[src/rtl/fifo_wr_arbiter.sv]
// fifo_wr_arbiter
//   Round-robin arbiter that merges NUM_REQ write requesters onto one FIFO
//   write port. Grants are combinational (one-hot req_ready). The winning
//   data is registered onto fifo_data_in with fifo_wr_en one cycle later.
//   A three-state FSM (RUN / BLOCKED / ERROR) throttles grants on FIFO
//   back-pressure and latches FIFO overflow until software clears it.
//
// Ports
//   clk, rst          clock, synchronous active-high reset
//   req_valid[N]      per-requester write request
//   req_data[N*W]     per-requester data, slice i = [i*W +: W]
//   req_ready[N]      one-hot grant (transfer = valid & ready)
//   fifo_wr_en        registered FIFO write strobe
//   fifo_data_in[W]   registered FIFO write data (holds when not writing)
//   fifo_full, fifo_almostfull, fifo_wr_ack, fifo_overflow   FIFO status
//   err_clear         leave ERROR
//   grant_id          index of the last granted requester
//   state_o[2]        FSM state (0 RUN, 1 BLOCKED, 2 ERROR)
//   ack_count[16]     wrapping count of fifo_wr_ack cycles
//   drop_count[16]    wrapping count of fifo_overflow cycles
module fifo_wr_arbiter #(
  parameter int FIFO_WIDTH = 16,
  parameter int NUM_REQ    = 4
) (
  input  logic                            clk,
  input  logic                            rst,
  input  logic [NUM_REQ-1:0]              req_valid,
  input  logic [NUM_REQ*FIFO_WIDTH-1:0]   req_data,
  output logic [NUM_REQ-1:0]              req_ready,
  output logic                            fifo_wr_en,
  output logic [FIFO_WIDTH-1:0]           fifo_data_in,
  input  logic                            fifo_full,
  input  logic                            fifo_almostfull,
  input  logic                            fifo_wr_ack,
  input  logic                            fifo_overflow,
  input  logic                            err_clear,
  output logic [$clog2(NUM_REQ)-1:0]      grant_id,
  output logic [1:0]                      state_o,
  output logic [15:0]                     ack_count,
  output logic [15:0]                     drop_count
);

  localparam int PTR_W = $clog2(NUM_REQ);

  typedef enum logic [1:0] {
    ST_RUN     = 2'd0,
    ST_BLOCKED = 2'd1,
    ST_ERROR   = 2'd2
  } state_t;

  state_t                r_state;
  logic [PTR_W-1:0]      r_rr_ptr;
  logic [PTR_W-1:0]      r_grant_id;
  logic                  r_wr_en;
  logic [FIFO_WIDTH-1:0] r_data;
  logic [15:0]           r_ack_cnt;
  logic [15:0]           r_drop_cnt;

  logic                  w_throttle;
  logic                  w_grant_en;
  logic [PTR_W-1:0]      w_winner;
  logic [NUM_REQ-1:0]    w_ready;
  logic                  w_xfer;
  logic [FIFO_WIDTH-1:0] w_win_data;
  logic [PTR_W-1:0]      w_next_ptr;

  // First valid requester at or above ptr, wrapping modulo NUM_REQ.
  // The sum is kept one bit wider so the wrap works for non-power-of-2 N.
  function automatic logic [PTR_W-1:0] rr_pick(input logic [NUM_REQ-1:0] v,
                                               input logic [PTR_W-1:0]   ptr);
    logic [PTR_W:0] idx;
    logic           done;
    rr_pick = '0;
    done    = 1'b0;
    for (int k = 0; k < NUM_REQ; k++) begin
      idx = {1'b0, ptr} + (PTR_W+1)'(k);
      if (idx >= (PTR_W+1)'(NUM_REQ)) idx = idx - (PTR_W+1)'(NUM_REQ);
      if (!done && v[idx[PTR_W-1:0]]) begin
        rr_pick = idx[PTR_W-1:0];
        done    = 1'b1;
      end
    end
  endfunction

  function automatic logic [PTR_W-1:0] ptr_inc(input logic [PTR_W-1:0] p);
    logic [PTR_W:0] s;
    s = {1'b0, p} + (PTR_W+1)'(1);
    if (s >= (PTR_W+1)'(NUM_REQ)) s = '0;
    ptr_inc = s[PTR_W-1:0];
  endfunction

  // Stage p0: combinational arbitration
  // Almost-full only throttles while a write is already in flight, since
  // that write will consume the last free slot.
  assign w_throttle = fifo_full || (fifo_almostfull && r_wr_en);
  assign w_grant_en = !rst && (r_state == ST_RUN) && !w_throttle;
  assign w_winner   = rr_pick(req_valid, r_rr_ptr);
  assign w_xfer     = w_grant_en && (|req_valid);
  assign w_win_data = req_data[w_winner*FIFO_WIDTH +: FIFO_WIDTH];
  assign w_next_ptr = ptr_inc(w_winner);

  always_comb begin
    w_ready = '0;
    if (w_xfer) w_ready[w_winner] = 1'b1;
  end

  // Stage p1: registered write port, FSM and counters
  always_ff @(posedge clk) begin
    if (rst) begin
      r_state    <= ST_RUN;
      r_rr_ptr   <= '0;
      r_grant_id <= '0;
      r_wr_en    <= 1'b0;
      r_data     <= '0;
      r_ack_cnt  <= '0;
      r_drop_cnt <= '0;
    end else begin
      r_wr_en <= w_xfer;
      if (w_xfer) begin
        r_data     <= w_win_data;
        r_rr_ptr   <= w_next_ptr;
        r_grant_id <= w_winner;
      end
      if (fifo_wr_ack)   r_ack_cnt  <= r_ack_cnt + 16'd1;
      if (fifo_overflow) r_drop_cnt <= r_drop_cnt + 16'd1;

      // Overflow wins over throttle and over err_clear.
      if (fifo_overflow) begin
        r_state <= ST_ERROR;
      end else begin
        case (r_state)
          ST_RUN:     if (w_throttle)  r_state <= ST_BLOCKED;
          ST_BLOCKED: if (!w_throttle) r_state <= ST_RUN;
          ST_ERROR:   if (err_clear)   r_state <= ST_RUN;
          default:                     r_state <= ST_RUN;
        endcase
      end
    end
  end

  assign req_ready    = w_ready;
  assign fifo_wr_en   = r_wr_en;
  assign fifo_data_in = r_data;
  assign grant_id     = r_grant_id;
  assign state_o      = r_state;
  assign ack_count    = r_ack_cnt;
  assign drop_count   = r_drop_cnt;

endmodule

[config.mk]
export PLATFORM = sky130hd
export DESIGN_NAME = fifo_wr_arbiter
export DESIGN_NICKNAME = d
export VERILOG_FILES = /design/src/rtl/fifo_wr_arbiter.sv
export SDC_FILE = /design/constraint.sdc
export NUM_CORES = 1
export LEC_CHECK = 0
export CORE_AREA = 3 3 117 74
export DETAILED_ROUTE_END_ITERATION = 6
export DIE_AREA = 0 0 120 77
export PLACE_DENSITY = 0.71
export SLEW_MARGIN = 20
export SYNTH_ARGS = -nofsm -noshare
export SYNTH_HDL_FRONTEND = slang
export SYNTH_SLANG_ARGS = --single-unit
[constraint.sdc]
create_clock -name clk -period 4.7 [get_ports clk]
set_clock_uncertainty 0.05 [all_clocks]
set_input_delay 0.94 -clock clk [delete_from_list [all_inputs] [get_ports clk]]
set_output_delay 0.94 -clock clk [all_outputs]
set_load 0.02 [all_outputs]
Yosys cells after proc, flatten, opt, wreduce, memory -nomap -nowiden
Cells that the tools add are included.
{"block": "classes", "add_sub_neg": 10, "n_lt_le_gt_ge": 11, "n_eq_ne": 8, "shift": 1, "muxes": 28, "reduce_logical": 19}
{"operator": "indexed part select 64 x 7 -> 16 bit", "count": 1}
{"operator": "adder 16 x 1 -> 16 bit, second input constant", "count": 2}
{"operator": "2-to-1 mux 2 bit", "count": 13}
{"operator": "less-than comparator 2 x 3 -> 1 bit, second input constant", "count": 5}
{"operator": ">= comparator 3 bit, second input constant", "count": 4}
{"operator": "!= test 3 bit, second input constant", "count": 3}
{"operator": "binary-select mux 1 bit (select 2 bit)", "count": 4}
{"operator": "logical AND 1 bit", "count": 8}
{"operator": "2-to-1 mux 1 bit", "count": 8}
{"operator": "subtractor 2 x 1 -> 2 bit, second input constant", "count": 4}
{"operator": "adder 2 x 1 -> 3 bit, second input constant", "count": 2}
{"operator": "adder 2 x 2 -> 3 bit, second input constant", "count": 2}
{"operator": "!= test 2 bit, second input constant", "count": 3}
{"operator": "one-hot mux 2 bit (3 select lines)", "count": 1}
{"operator": "AND reduction 3 bit", "count": 2}
{"operator": "zero test 1 bit", "count": 5}
{"operator": "2-to-1 mux 4 bit", "count": 1}
{"operator": "OR reduction 4 bit", "count": 1}
{"operator": ">= comparator 2 x 3 -> 1 bit, second input constant", "count": 1}
{"operator": "demux 1 bit (select 2 bit)", "count": 1}
{"operator": "equality test 2 x 1 -> 1 bit, second input constant", "count": 1}
{"operator": "equality test 2 bit, second input constant", "count": 1}
{"operator": ">= comparator 2 x 1 -> 1 bit, second input constant", "count": 1}
{"operator": "zero test 2 bit", "count": 1}
{"operator": "other kinds (2)", "count": 2}
{"block": "totals", "register_bits": 55, "input_bits": 75, "elab_cells": 85}

Longest topological paths before layout
Gate-level depths: netlist (run 1).
{"block": "logic_depth", "word_depth": 19, "depth_mapped": 9}

Least setup slack after synthesis (run 1)
Ideal clock, no wire load.
{"block": "synth_timing", "path_type": "input to output", "from": "input port fifo_almostfull", "to": "output port req_ready[3]", "arrival_time_ns": 2.209, "slack_ns": 1.501, "path_stages": 3, "cell_sequence": "a2111o_1 nor3_4 nor3b_1"}
{"block": "synth_via", "elab_chain_cells": 6}
{"element": "start, declared", "line_no": "33", "rtl": "input logic fifo_almostfull,"}
{"element": "logical AND 1 bit", "line_no": "95", "rtl": "assign w_throttle = fifo_full || (fifo_almostfull && r_wr_en);"}
{"element": "logical OR 1 bit", "line_no": "95"}
{"element": "zero test 1 bit"}
{"element": "logical AND 1 bit", "line_no": "96", "rtl": "assign w_grant_en = !rst && (r_state == ST_RUN) && !w_throttle;"}
{"element": "logical AND 1 bit", "line_no": "98", "rtl": "assign w_xfer = w_grant_en && (|req_valid);"}
{"element": "2-to-1 mux 4 bit", "line_no": "104", "rtl": "if (w_xfer) w_ready[w_winner] = 1'b1;"}
{"element": "end, declared", "line_no": "29", "rtl": "output logic [NUM_REQ-1:0] req_ready,"}
No other way between the ends.

Worst setup path after layout (run 1)
{"block": "layout_timing", "from": "input port req_valid[0]", "to": "output port req_ready[1]"}
{"block": "layout_via", "elab_chain_cells": 17}
{"element": "start, declared", "line_no": "27", "rtl": "input logic [NUM_REQ-1:0] req_valid,"}
{"element": "binary-select mux 1 bit (select 2 bit)", "line_no": "78", "rtl": "if (!done && v[idx[PTR_W-1:0]]) begin"}
{"element": "2-to-1 mux 1 bit (not written as such)", "line_no": "78"}
{"element": "2-to-1 mux 1 bit", "line_no": "78"}
{"element": "zero test 1 bit", "line_no": "78"}
{"element": "logical AND 1 bit", "line_no": "78"}
{"element": "2-to-1 mux 1 bit", "line_no": "78"}
{"element": "zero test 1 bit", "line_no": "78"}
{"element": "logical AND 1 bit", "line_no": "78"}
{"element": "2-to-1 mux 1 bit", "line_no": "78"}
{"element": "zero test 1 bit", "line_no": "78"}
{"element": "logical AND 1 bit", "line_no": "78"}
{"element": "2-to-1 mux 2 bit", "line_no": "78"}
{"element": "less-than comparator 2 x 3 -> 1 bit (not written as such) / >= comparator 2 x 1 -> 1 bit (equally long branches)", "line_no": "104"}
{"element": "logical AND 1 bit (not written as such)", "line_no": "104"}
{"element": "2-to-1 mux 1 bit (not written as such)", "line_no": "104"}
{"element": "demux 1 bit (select 2 bit)", "line_no": "104"}
{"element": "2-to-1 mux 4 bit *", "line_no": "104"}
Mark *: on every way between the ends. The rest lies on a longest branch, timed or not. The select of a mux whose other input is x is not followed.

==> impl_metrics.tcl, run 1 <==
set metrics [dict create \
    r2r_end "fifo_data_in[14]" \
    drt_wl_total_mm 7.75 \
    hold_start "grant_id[1]" \
    hold_path_depth 2 \
    fin_crit_ps 4090 \
    cts_root_buffer "clkbuf_16" \
    die_w_um 120 \
    core_sq_um 7730 \
    cp-end-kind "primary output" \
    yosysTopAreaCellShare_pct 41.4 \
    diodes 0 \
    critPathKind "in2out" \
    clock_latency_ps 290 \
    yosysMostFrequentCell "dfxtp_1" \
    cts_sinks 55 \
    finish.net_count 488 \
    path_clk_slew_ps 70 \
    hold_viol 0 \
    holdPathEnd "grant_id[1]" \
    setup_viol 0 \
    cts-hold-fix-buffers 0 \
    clockBufferDepth 2 \
    synth.largest_area_cell "dfxtp_1" \
    die-height_um 77 \
    final-instance-count-excl-fill 519 \
    drc 0 \
    yosys_most_used_dff "dfxtp_1" \
    place_inst 511 \
    cts_max_level 2 \
    startpoint_type "input pin" \
    dr.pass1.iters 4 \
    reg2reg_depth 6 \
    netlist_area_sq_um 2660 \
    powerDensity_nw_per_um2 273 \
    crit_fanout 5 \
    synth-async-reset-ratio_pct 0 \
    ys_types 37 \
    drtIter0Drc 132 \
    grt_remaining_overflow 0 \
    antenna_found_initial 0 \
    tightest_slew_ps 577 \
    fmax_mhz 244 \
    post_cts_buffers 0 \
    antenna_left 0 \
    maxCapViolations 0 \
    cts_tree "yes" \
    globalplace.congestion 0.794 \
    grt_pass1_vias 2504 \
    fin_crit_sh_pct 87.1 \
    critPathRequiredTime_ps 3710 \
    syn_to_final_growth_pct 57.9 \
    synth_edf_count 0 \
    yosys-top-cells-count "55 x dfxtp_1, 35 x mux2i_1, 32 x nor2_1" \
    status "completed" \
    grt_usage_pct 16.9 \
    ys_warn_count 0 \
    via_count 2491 \
    syn-mean-instance-area_sq_um 9.43 \
    peakVddDrop_uv 137 \
    rr_startpoint "r_rr_ptr[1]" \
    cts.repair.resized 0 \
    via_per_inst 4.80 \
    slew-limit-headroom_pct 61.6 \
    synthesis.nets 360 \
    rsz0062_at_grt "false" \
    setup_ws_ps 608 \
    wl_per_cell_um 14.9 \
    r2r_slack_ps 2510 \
    hpwl_mm 6.04 \
    leakage_nw 1.63 \
    synthCells 282 \
    fp-row-count 25 \
    drive_above_1_share_pct 4.38 \
    ios 132 \
    final.setup.tns_ps 0 \
    grt_max_degree 36 \
    maxSlewViolCount 0 \
    synth-seq-cells 55 \
    grt_pass1_wl_mm 12.7 \
    synthTopCellsByArea "dfxtp_1 41%, mux2i_1 13%, a2bb2oi_1 5.3%" \
    cts_buffers 5 \
    preCtsSetupSlack_ps 608 \
    arrival_ps 3100 \
    io_buffers 131 \
    synth.yosys.seq_area_share_pct 41.4 \
    power_mw 1.15 \
    hold_path.class "reg2reg" \
    die_area_sq_um 9240 \
    start_util_pct 34.4 \
]
[cells by family (layout without fill, tap and decap cells)]
logic type	after synthesis	after routing	share of synthesized area (%)
compound gates	56	56	14.6
buf+inv	21	150	5.13
flops	55	55	41.4
xor+xnor	24	24	7.91
fa+ha+maj	3	3	1.41
simple gates	88	88	16.4
mux	35	35	13.2
[layout by cell type (no fill, tap or decap)]
| cell | Yosys | routed |
|---|---|---|
| inv_1 | 7 | 7 |
| or3b_1 | 1 | 1 |
| a2bb2oi_1 | 16 | 16 |
| clkinv_4 | 0 | 1 |
| buf_4 | 2 | 4 |
| o22ai_1 | 1 | 1 |
| clkinvlp_4 | 0 | 1 |
| ha_1 | 3 | 3 |
| clkbuf_8 | 1 | 1 |
| a22o_2 | 2 | 2 |
| or3_1 | 6 | 6 |
| nor2_1 | 32 | 32 |
| nand4_1 | 7 | 7 |
| a2111o_1 | 1 | 1 |
| o21ai_1 | 3 | 3 |
| nand2_1 | 18 | 18 |
| nor3_1 | 4 | 4 |
| nor3b_1 | 1 | 1 |
| mux2i_1 | 35 | 35 |
| o21ai_0 | 19 | 19 |
| and3_1 | 6 | 6 |
| nor3_4 | 1 | 1 |
| a21oi_1 | 10 | 10 |
| clkdlybuf4s50_1 | 0 | 131 |
| a21boi_0 | 1 | 1 |
| and4_1 | 2 | 2 |
| xnor2_1 | 12 | 12 |
| nor4_1 | 3 | 3 |
| xor2_1 | 12 | 12 |
| o221ai_4 | 1 | 2 |
| nor2b_1 | 2 | 2 |
| clkbuf_16 | 0 | 5 |
| o21a_1 | 1 | 1 |
| nand3_1 | 4 | 4 |
| and2_2 | 1 | 1 |
| dfxtp_1 | 55 | 55 |
[routing by layer]
metal	GRT usage (%)	vias to the layer above	part of all wire, %
met4	4.57	0	0.97
met1	22.5	1169	48
met2	27.1	54	45
met3	4.64	7	5.7
li1	-	1261	-
met5	0	-	0
[flip-flops by register name, indices dropped and copies added, names as in the netlist]
register,count
ack_count,16
drop_count,16
fifo_data_in,16
fifo_wr_en,1
grant_id,2
r_rr_ptr,2
state_o,2
[how the worst max path moves through the flow]
stage / end / cells past startpoint / start
floorplan: req_ready[3] / 3 / fifo_almostfull
global placement: req_ready[1] / 7 / req_valid[0]
detailed placement: req_ready[0] / 7 / req_valid[3]
CTS: req_ready[0] / 7 / req_valid[3]
global route: req_ready[0] / 7 / req_valid[3]
finish: req_ready[1] / 7 / req_valid[0]
[layout make-up]
type / count / area [sq um]
fillers: 765 / 3530
multi-input cells: 206 / 1440
repair buffers: 135 / 1340
flip-flops and latches: 55 / 1100
clock buffers: 6 / 139
well taps: 108 / 135
inverters: 7 / 26.3
clock inverters: 2 / 16.3
[worst max-delay path, cell delays in order]
cell	delay, ps
clkdlybuf4s50_1	540
a21oi_1	90
o21a_1	220
o22ai_1	350
ha_1	210
and2_2	130
clkdlybuf4s50_1	610
[stage by stage]
stage | instance area (sq um) | util, % | hold slack [ps]
6_report | 4200 | 54.3 | 392
2_1_floorplan | 2660 | - | 386
5_1_grt | 4200 | 54.3 | 441
4_1_cts | 4200 | 54.3 | 398
3_3_place_gp | 4040 | 52.3 | 379
3_5_place_dp | 4040 | 52.3 | 386
[where the power goes]
part	leakage, nW	total (mW)	switching, mW	internal, mW
registers	0.447	0.504	0.0169	0.488
clock network	0.0731	0.391	0.178	0.214
logic	1.11	0.252	0.108	0.144
total	1.63	1.15	0.303	0.845
Power figures use the tool's default switching activity.
==> run 2: changes to the inputs <==
--- a/config.mk
+++ b/config.mk
@@ -5,6 +5,7 @@
 export SDC_FILE = /design/constraint.sdc
 export NUM_CORES = 1
 export LEC_CHECK = 0
+export CAP_MARGIN = 20
 export CORE_AREA = 3 3 117 74
 export DETAILED_ROUTE_END_ITERATION = 6
 export DIE_AREA = 0 0 120 77
==> results of run 2 <==
The final DEF is identical to that of run 1; final timing and power are the same.
